**src/rtl/bullet_pkg.sv**
```systemverilog
// Shared definitions for the bullet hit scanner: colour codes, field slices, FSM states.
package bullet_pkg;

    // Bullet colour codes as stored in the bullet table
    localparam logic [1:0] WHITE = 2'b00;
    localparam logic [1:0] GREEN = 2'b01;
    localparam logic [1:0] BLUE  = 2'b10;

    // Packed {x, y} position and {w, h} size field slices
    localparam int unsigned X_MSB = 15;
    localparam int unsigned X_LSB = 8;
    localparam int unsigned Y_MSB = 7;
    localparam int unsigned Y_LSB = 0;
    localparam int unsigned W_MSB = 15;
    localparam int unsigned W_LSB = 8;
    localparam int unsigned H_MSB = 7;
    localparam int unsigned H_LSB = 0;

    typedef enum logic [2:0] {
        IDLE,
        ADDR,
        EVAL,
        HIT,
        RELEASE,
        DEAD
    } state_t;

endpackage

```
**src/rtl/aabb_overlap.sv**
```systemverilog
// Strict axis-aligned box overlap; edge-touching boxes do not overlap.
module aabb_overlap
    import bullet_pkg::*;
(
    input  logic [15:0] i_a_pos,
    input  logic [15:0] i_a_size,
    input  logic [15:0] i_b_pos,
    input  logic [15:0] i_b_size,
    output logic        o_overlap
);

    // 9-bit coordinates so that x+w never wraps past 255
    logic [8:0] w_ax, w_ay, w_bx, w_by;
    logic [8:0] w_ax_end, w_ay_end, w_bx_end, w_by_end;

    // Far edges of both boxes and the four strict interval tests
    always_comb begin
        w_ax      = {1'b0, i_a_pos[X_MSB:X_LSB]};
        w_ay      = {1'b0, i_a_pos[Y_MSB:Y_LSB]};
        w_bx      = {1'b0, i_b_pos[X_MSB:X_LSB]};
        w_by      = {1'b0, i_b_pos[Y_MSB:Y_LSB]};
        w_ax_end  = w_ax + {1'b0, i_a_size[W_MSB:W_LSB]};
        w_ay_end  = w_ay + {1'b0, i_a_size[H_MSB:H_LSB]};
        w_bx_end  = w_bx + {1'b0, i_b_size[W_MSB:W_LSB]};
        w_by_end  = w_by + {1'b0, i_b_size[H_MSB:H_LSB]};
        o_overlap = (w_bx < w_ax_end) && (w_ax < w_bx_end) &&
                    (w_by < w_ay_end) && (w_ay < w_by_end);
    end

endmodule

```
**src/rtl/bullet_hit_scanner.sv**
```systemverilog
// Walks the bullet table, tests each live slot against the player hitbox and tracks HP.
module bullet_hit_scanner
    import bullet_pkg::*;
#(
    parameter int unsigned NUM_BULLETS   = 3,
    parameter int unsigned HP_MAX        = 20,
    parameter int unsigned DAMAGE        = 1,
    parameter int unsigned HEAL          = 1,
    parameter int unsigned INVULN_CYCLES = 64
) (
    input  logic        clk,
    input  logic        reset,
    input  logic        isRun,
    input  logic [15:0] player_position,
    input  logic [15:0] player_size,
    input  logic        player_moving,
    output logic [2:0]  index,
    input  logic [15:0] bullet_position,
    input  logic [15:0] bullet_size,
    input  logic [1:0]  bullet_color,
    input  logic        bullet_render,
    output logic        isCollide,
    output logic [7:0]  hp,
    output logic        dead
);

    localparam int unsigned COOL_W = $clog2(INVULN_CYCLES + 1);

    state_t            r_state, w_state;
    logic [2:0]        r_index, w_index;
    logic              r_collide, w_collide;
    logic [7:0]        r_hp, w_hp;
    logic              r_dead, w_dead;
    logic [COOL_W-1:0] r_cool, w_cool;
    logic              r_heal, w_heal;

    logic       w_overlap;
    logic       w_color_ok;
    logic       w_qual;
    logic [2:0] w_next_index;
    logic [8:0] w_heal_sum;
    logic [7:0] w_hp_heal;
    logic [7:0] w_hp_dmg;

    aabb_overlap u_aabb (
        .i_a_pos   (player_position),
        .i_a_size  (player_size),
        .i_b_pos   (bullet_position),
        .i_b_size  (bullet_size),
        .o_overlap (w_overlap)
    );

    // Hit qualification, wrapped index and saturated HP candidates
    always_comb begin
        case (bullet_color)
            WHITE:   w_color_ok = (r_cool == '0);
            BLUE:    w_color_ok = player_moving && (r_cool == '0);
            GREEN:   w_color_ok = 1'b1;
            default: w_color_ok = 1'b0;
        endcase
        w_qual       = bullet_render && w_overlap && w_color_ok;
        w_next_index = (r_index == 3'(NUM_BULLETS - 1)) ? 3'd0 : r_index + 3'd1;
        w_heal_sum   = {1'b0, r_hp} + 9'(HEAL);
        w_hp_heal    = (w_heal_sum > 9'(HP_MAX)) ? 8'(HP_MAX) : w_heal_sum[7:0];
        w_hp_dmg     = (r_hp > 8'(DAMAGE)) ? (r_hp - 8'(DAMAGE)) : 8'd0;
    end

    // Next-state logic; isRun low overrides everything and restarts the game state
    always_comb begin
        w_state   = r_state;
        w_index   = r_index;
        w_collide = 1'b0;
        w_hp      = r_hp;
        w_dead    = r_dead;
        w_heal    = r_heal;
        w_cool    = ((r_state != IDLE) && (r_cool != '0)) ? (r_cool - COOL_W'(1)) : r_cool;

        case (r_state)
            IDLE: begin
                w_index = 3'd0;
                w_state = ADDR;
            end
            ADDR: w_state = EVAL;
            EVAL: begin
                if (w_qual) begin
                    w_state   = HIT;
                    w_collide = 1'b1;
                    // Colour is latched so HIT does not depend on the table after the pulse
                    w_heal    = (bullet_color == GREEN);
                end else begin
                    w_index = w_next_index;
                    w_state = ADDR;
                end
            end
            HIT: begin
                if (r_heal) begin
                    w_hp = w_hp_heal;
                end else begin
                    w_hp   = w_hp_dmg;
                    w_cool = COOL_W'(INVULN_CYCLES);
                end
                w_state = RELEASE;
            end
            RELEASE: begin
                if (r_hp == 8'd0) begin
                    w_state = DEAD;
                    w_dead  = 1'b1;
                end else begin
                    w_index = w_next_index;
                    w_state = ADDR;
                end
            end
            DEAD:    w_dead = 1'b1;
            default: w_state = IDLE;
        endcase

        if (!isRun) begin
            w_state   = IDLE;
            w_index   = 3'd0;
            w_collide = 1'b0;
            w_hp      = 8'(HP_MAX);
            w_dead    = 1'b0;
            w_cool    = '0;
            w_heal    = 1'b0;
        end
    end

    // State and output registers with synchronous reset
    always_ff @(posedge clk) begin
        if (reset) begin
            r_state   <= IDLE;
            r_index   <= 3'd0;
            r_collide <= 1'b0;
            r_hp      <= 8'(HP_MAX);
            r_dead    <= 1'b0;
            r_cool    <= '0;
            r_heal    <= 1'b0;
        end else begin
            r_state   <= w_state;
            r_index   <= w_index;
            r_collide <= w_collide;
            r_hp      <= w_hp;
            r_dead    <= w_dead;
            r_cool    <= w_cool;
            r_heal    <= w_heal;
        end
    end

    assign index     = r_index;
    assign isCollide = r_collide;
    assign hp        = r_hp;
    assign dead      = r_dead;

endmodule

```
**config.mk**
```make
export PLATFORM = sky130hd
export DESIGN_NAME = bullet_hit_scanner
export DESIGN_NICKNAME = d
export VERILOG_FILES = /design/src/rtl/bullet_pkg.sv /design/src/rtl/aabb_overlap.sv /design/src/rtl/bullet_hit_scanner.sv
export SDC_FILE = /design/constraint.sdc
export NUM_CORES = 1
export LEC_CHECK = 0
export CORE_ASPECT_RATIO = 2
export CORE_MARGIN = 5
export CORE_UTILIZATION = 45
export DETAILED_ROUTE_END_ITERATION = 16
export PLACE_DENSITY = 0.81
export SETUP_SLACK_MARGIN = 0.2
export SLEW_MARGIN = 30
export SYNTH_ARGS = -nofsm -noshare
export SYNTH_HDL_FRONTEND = slang
export SYNTH_SLANG_ARGS = --single-unit
```
**constraint.sdc**
```tcl
create_clock -name clk -period 7.35 [get_ports clk]
set_clock_uncertainty 0.05 [all_clocks]
set_input_delay 1.1025 -clock clk [delete_from_list [all_inputs] [get_ports clk]]
set_output_delay 1.1025 -clock clk [all_outputs]
set_load 0.03 [all_outputs]
```
==> results.md <==
* Status: complete, no violations
* Leading post-synthesis cells by instance count: ha_1, a21oi_1, nor2_1, nand2_1, inv_1
* Seq cells post-synth at 24
* CP required at 7.43 ns
* Final setup violating endpoints at 0
* Postcts setup bufs at 0
* Final Hold Viols at 0
* Die Ht at between 100 and 150 um
* Cts hold-fix bufs at 0
* Root Driver: clkbuf_16
* Via count at between 3000 and 4000
* Total power at roughly 0.5 mW
* Worst skew pair latency at between 0.2 and 0.3 ns
* FMAX at ~0.23 GHz
* Vias in the first global route at roughly 3400
* Netlist cell types at between 50 and 60
* Starting Density at 46.2%
* Grt ovf at 0
* Pre-CTS setup slack at about 2.7 ns
* Hold Crit Class: flip-flop to flip-flop
* Register area share after synthesis at around 15%
* Synth-to-layout area growth at 31.0%
* Hpwl dp at approximately 7.3 mm
* Gpl congestion at around 0.84
* Post-synth EDFFs at 0
* RSZ-0062 raised after global routing: no
* Final net count at ~620
* Crit path DAT at ~4.5 ns
* IO Port Bufs at between 80 and 90
* Startpoint class of the critical path: primary input
* Reg-to-reg slack, setup at ~5.0 ns
* PD cells at about 120 mW/mm^2
* Ports at 84
* Synth warn at 0
* Critical path type: primary input to flip-flop
* DRC Markers at 0
* Leakage at 1.76 nW
* First-pass GRT wire length at 13.6 mm
* Highest net fanout along the worst path at 5
* CTS buffer count at 3
* Clk sinks at 24
* Width of the die at approximately 70 um
* Full die area at between 0.009 and 0.01 mm^2
* Async SR Flop Fraction at 0%
* Max Cap Violations at 0
* CP startpoint: bullet_position[8]
* GRT Resource Usage Total at approximately 18%
* FF-to-FF Start: hp[0]
* Crit Reg-Reg Endpoint: hp[4]
* Initial antenna violation count at 0
* Setup TNS at 0 ns
* Most frequent cell after synthesis: ha_1
* Worst slew pin tran at 0.619 ns
* Slew Limit Fails at 0
* Final min period at between 4 and 5 ns
* Synth Instances at 405
* Syn nets at 545
* H-Tree Depth at 1
* Worst setup EP type: flip-flop
* DR vias/cell at approximately 5.7
* Synth top area share at approximately a quarter
* Final worst slack at ~3.0 ns
* Top_reg_cell synth: dfxtp_1
* Slew HR at approximately 58%
* Worst reg-to-reg path cell count at 8
* Tcrit/Tclk final at 59.5%
* # diodes at 0
* Resized cells post-CTS at 0
* Fillers at slightly above 600
* Final Util at between 60% and 70%
* Routed WL at ~8.4 mm
* Detailed Route Iter0 Violations at between 100 and 150
* Mean Syn Cell Area at roughly 7.9 um^2
* Share of cells above drive strength 1 at a little over 3%
* Final ANT Viol Nets at 0
* Largest cells by area after synthesis: ha_1, dfxtp_1, a21oi_1
* Largest net degree at the start of global routing at 15
* Cell taking the most area after synthesis: ha_1
* CTS Buffer Depth at 2
* CTS tree: yes
* Detailed Routing Iterations Pass 1 at 4
* Critical Path End: index[1]
* VDD IR max at between 0.08 and 0.09 mV
* Clock slew at reported path FFs at 0.06 ns
* Wire per inst at between 10 and 15 um
* # rows at 43
* Mapped cell area at ~0.0032 mm^2
* Area of the core at between 0.006 and 0.007 mm^2
critical path, stage by stage:
cell	delay (ns)
clkdlybuf4s50_1	0.48
ha_1	0.18
inv_1	0.06
fa_1	0.41
nor2b_1	0.13
o21a_1	0.15
o21a_1	0.17
o21ai_0	0.09
nand2b_1	0.10
xnor2_1	0.09
ha_1	0.28
nand2_1	0.06
o41ai_1	0.57
a22oi_2	0.24
a31oi_1	0.24
a21oi_1	0.09
per-stage QoR:
stage                     cell area (um^2)  hold WS (ns)  instances
after floorplan                       3200         0.420        405
after global placement                4110         0.392        568
after detailed placement              4110         0.399        568
after CTS                             4200         0.407        572
after global routing                  4200         0.426        572
final                                 4200         0.405        572
layout make-up:
type	instances	area (um^2)	area share, %
multi-input combinational	345	2590	61.6
timing repair buffer	83	831	19.8
sequential	24	480	11.4
tap	90	113	2.68
inverter	26	97.6	2.33
clock buffer	4	88.8	2.12
flip-flops by register name, summed over array words and instances, names as in the netlist:
| register | flops |
|---|---|
| hp | 8 |
| index | 3 |
| dead | 1 |
| r_cool | 7 |
| isCollide | 1 |
| r_state | 3 |
| r_heal | 1 |
cells in the final DEF, fill, tap and decap left out, drive strengths merged, types with 5 or more instances in the layout:
cell           netlist  final
xor2                15     15
nand3                7      7
ha                  65     65
nor2b                7      7
nor2                33     33
clkdlybuf4s50        0     83
inv                 26     26
o21ai               27     27
nand2               27     27
nand2b               8      8
dfxtp               24     24
nand4                5      5
a21oi               37     37
a21o                14     14
xnor2               16     16
or3                  5      5
nor3                11     11
a31oi                7      7
worst min-delay path by stage:
stage | startpoint | end | slack (ns) | depth (start not counted)
after floorplan | r_cool[6] | r_cool[6] | 0.42 | 2
after global placement | dead | dead | 0.39 | 2
after detailed placement | dead | dead | 0.40 | 2
after CTS | dead | dead | 0.41 | 2
after global routing | dead | dead | 0.43 | 2
final | dead | dead | 0.40 | 2
power breakdown:
part / internal [mW] / switching (mW) / total [mW]
clock: 0.0832 / 0.0469 / 0.130
combinational: 0.119 / 0.112 / 0.231
sequential: 0.131 / 0.00144 / 0.132
total: 0.333 / 0.161 / 0.493
kinds of logic after synthesis:
kind of cell	synth area share, %
and+or+nand+nor	19.1
AOI/OAI and AO/OA	24.4
adders and majority gates	27.9
buffers and inverters	4.26
xor gates and xnor gates	8.48
DFF	15.0
muxes	0.938
metal layers:
layer  GRT usage, %  part of all wire [%]
met2           38.7                    56
met3           2.02                   5.6
met4           9.71                   4.7
met5              0                     0
met1           15.5                    34
Note: power is estimated with default switching activity, not from simulation.
==> RTL change: new RTL, same settings <==
Put one more register stage on the output `hp`, with the module's reset. The value now appears one clock later. The other outputs are not delayed to match.
--- a/src/rtl/bullet_hit_scanner.sv
+++ b/src/rtl/bullet_hit_scanner.sv
@@ -149,5 +149,11 @@
     assign index     = r_index;
     assign isCollide = r_collide;
-    assign hp        = r_hp;
+    always_ff @(posedge clk) begin
+        if (reset) begin
+            hp <= '0;
+        end else begin
+            hp <= r_hp;
+        end
+    end
     assign dead      = r_dead;
 
Behaviour: not the same (Yosys sat finds a counterexample within 4 cycles, from zero or initial values and one cycle with reset high).
==> RTL change against the unedited design <==
Sequential share of layout area grew 2.9 points. Synthesized cell count rose by 5.7%. Total power increased by 25%. Die area grew 6.2%. Setup slack gained 0.0090 ns. Area after synthesis is 7.0% higher. Final area grew 6.4%. Routed wire length down 4.2%. Sequential cell count increased by 8. Critical path type unchanged.
==> RTL change: results (changes against the unedited design) <==
The global placement routability congestion was 0.936 (+11%). The largest stage delay on the critical path is 0.47 ns (-0.10 ns), and the final net count is 646 (+3.7%). The hold-critical path depth was 2 (unchanged). The tools report the clock buffer count from CTS as 5 (+2).

The global-route wire length before repair was 13.9 mm (+2.0%); the highest net fanout along the worst path was 6 (+1). The tools report the total number of H-tree levels as 2 (+1). The post-placement cell count came out at 593 (+4.4%).

The logs give 4.47 ns (+0.02 ns) for the worst path arrival time and 601 (+5.1%) for the count of placed standard cells in the final layout, fillers left out. The total routing resource utilization after global routing was 17.1% (-0.89 points); the register-to-register setup slack was 5.25 ns (+0.25 ns). Mean routed wirelength per cell: 13.5 um (-8.8%).

Ranked by instance count, the synthesized netlist is headed by sky130_fd_sc_hd__ha_1, sky130_fd_sc_hd__a21oi_1, sky130_fd_sc_hd__nor2_1, sky130_fd_sc_hd__dfxtp_1, sky130_fd_sc_hd__nand2_1. The maximum number of pins on one net before global-route repair came out at 14 (-1). Among all flip-flop cells after synthesis, the most frequent one is sky130_fd_sc_hd__dfxtp_1. The worst slew margin relative to its limit is 53.5% (-4.9 points), and the cell count of the worst reg-to-reg path is 7 (-1). The leakage power summed over all cells is 1.89 nW (+7.0%), and the fraction of final layout cells with drive strength greater than 1 is 3.35% (+0.24 points). The endpoint of the lowest-slack register-to-register path was r_hp[4].

Maximum vdd ir drop: 0.000107 V (+34%). The tools report the via count of the first global-routing pass as 3205 (-5.4%). The logs give 240 (+64%) for the iteration-0 DRC count of the detailed router and 3251 (-0.94%) for the via count of the routed design. The count of distinct cell types in the synthesized netlist is 52 (-3.7%).

The net switching power of the design was 0.189 mW (+18%). The number of warnings reported in the yosys synthesis log was 0 (unchanged). The total nets after synthesis was 568 (+4.2%).

In the post-synthesis netlist, the biggest area contributors are sky130_fd_sc_hd__ha_1, sky130_fd_sc_hd__dfxtp_1, sky130_fd_sc_hd__a21oi_1, sky130_fd_sc_hd__xnor2_1, sky130_fd_sc_hd__nor2_1. The number of antenna diodes was 0 (unchanged). In this run the critical register-to-register path is launched from r_hp[2]. For the placed wire-length estimate after detailed placement, the log shows 6.79 mm (-6.9%). The slowest stage of the critical path is the sky130_fd_sc_hd__clkdlybuf4s50_1 cell. Sequential fraction of the synthesis area: 18.7% (+3.7 points). The final number of setup-violating endpoints was 0 (unchanged). The flow ran to the end, and the final reports show no timing, DRC or antenna violations.
-- RTL change: changes by cell type after synthesis, sizes merged, moves of 5 or more --
cell	delta
nor2	+9
dfxtp	+8
inv	-5
nor2b	+7
a21oi	+11
-- RTL change: worst max-delay path by stage --
stage	from	endpoint	slack (ns)	cells after the start
floorplan	bullet_position[9]	index[1]	3.48	15
global placement	bullet_position[1]	index[1]	2.78	16
detailed placement	bullet_position[1]	index[1]	2.68	16
CTS	bullet_position[1]	index[1]	2.97	16
global route	player_position[8]	index[1]	2.68	17
finish	bullet_position[1]	index[1]	2.99	16
-- RTL change: power by group through the flow --
| stage | combinational, mW | sequential (mW) | clock, mW |
|---|---|---|---|
| floorplan | 0.154 | 0.181 | 0 |
| global placement | 0.229 | 0.180 | 0 |
| detailed placement | 0.237 | 0.180 | 0 |
| CTS | 0.239 | 0.176 | 0.206 |
| global route | 0.271 | 0.177 | 0.215 |
| finish | 0.238 | 0.177 | 0.203 |
-- RTL change: worst min-delay path: stages (launching register included) --
cell	delay, ns
sky130_fd_sc_hd__dfxtp_1	0.33
sky130_fd_sc_hd__a21oi_1	0.04
sky130_fd_sc_hd__nor2_1	0.07
-- RTL change: cells by family after synthesis --
logic type | synth area share [%]
AO/OA/AOI/OAI | 23.8
XOR/XNOR | 8.18
adder cells (fa/ha/maj) | 26.1
buffers and inverters | 3.94
flip-flops | 18.7
multiplexers | 0.584
AND/OR/NAND/NOR | 18.7
-- RTL change: routing by layer --
metal | GRT usage, % | vias to the layer above | routed length [um]
met5 | 0 | - | 0
met4 | 3.24 | 0 | 55
met3 | 3.02 | 5 | 517
met2 | 29.7 | 96 | 4010
met1 | 22.1 | 1463 | 3510
li1 | - | 1687 | -
-- RTL change: layout make-up --
cell class | instances | area, um^2
timing repair buffer | 83 | 831
sequential | 32 | 641
multi-input combinational | 363 | 2650
tap | 94 | 118
clock inverter | 2 | 10.0
inverter | 21 | 78.8
fill | 681 | 3020
clock buffer | 6 | 139
-- RTL change: per-stage QoR --
step / setup WS [ns] / hold WS (ns) / area, um^2 / util, % / total power [mW]
final: 2.99 / 0.430 / 4470 / 59.6 / 0.618
after detailed placement: 2.68 / 0.425 / 4320 / 57.7 / 0.417
after global routing: 2.68 / 0.456 / 4470 / 59.6 / 0.662
after floorplan: 3.48 / 0.424 / 3430 / - / 0.335
after global placement: 2.78 / 0.419 / 4320 / 57.7 / 0.409
after CTS: 2.97 / 0.443 / 4470 / 59.6 / 0.621
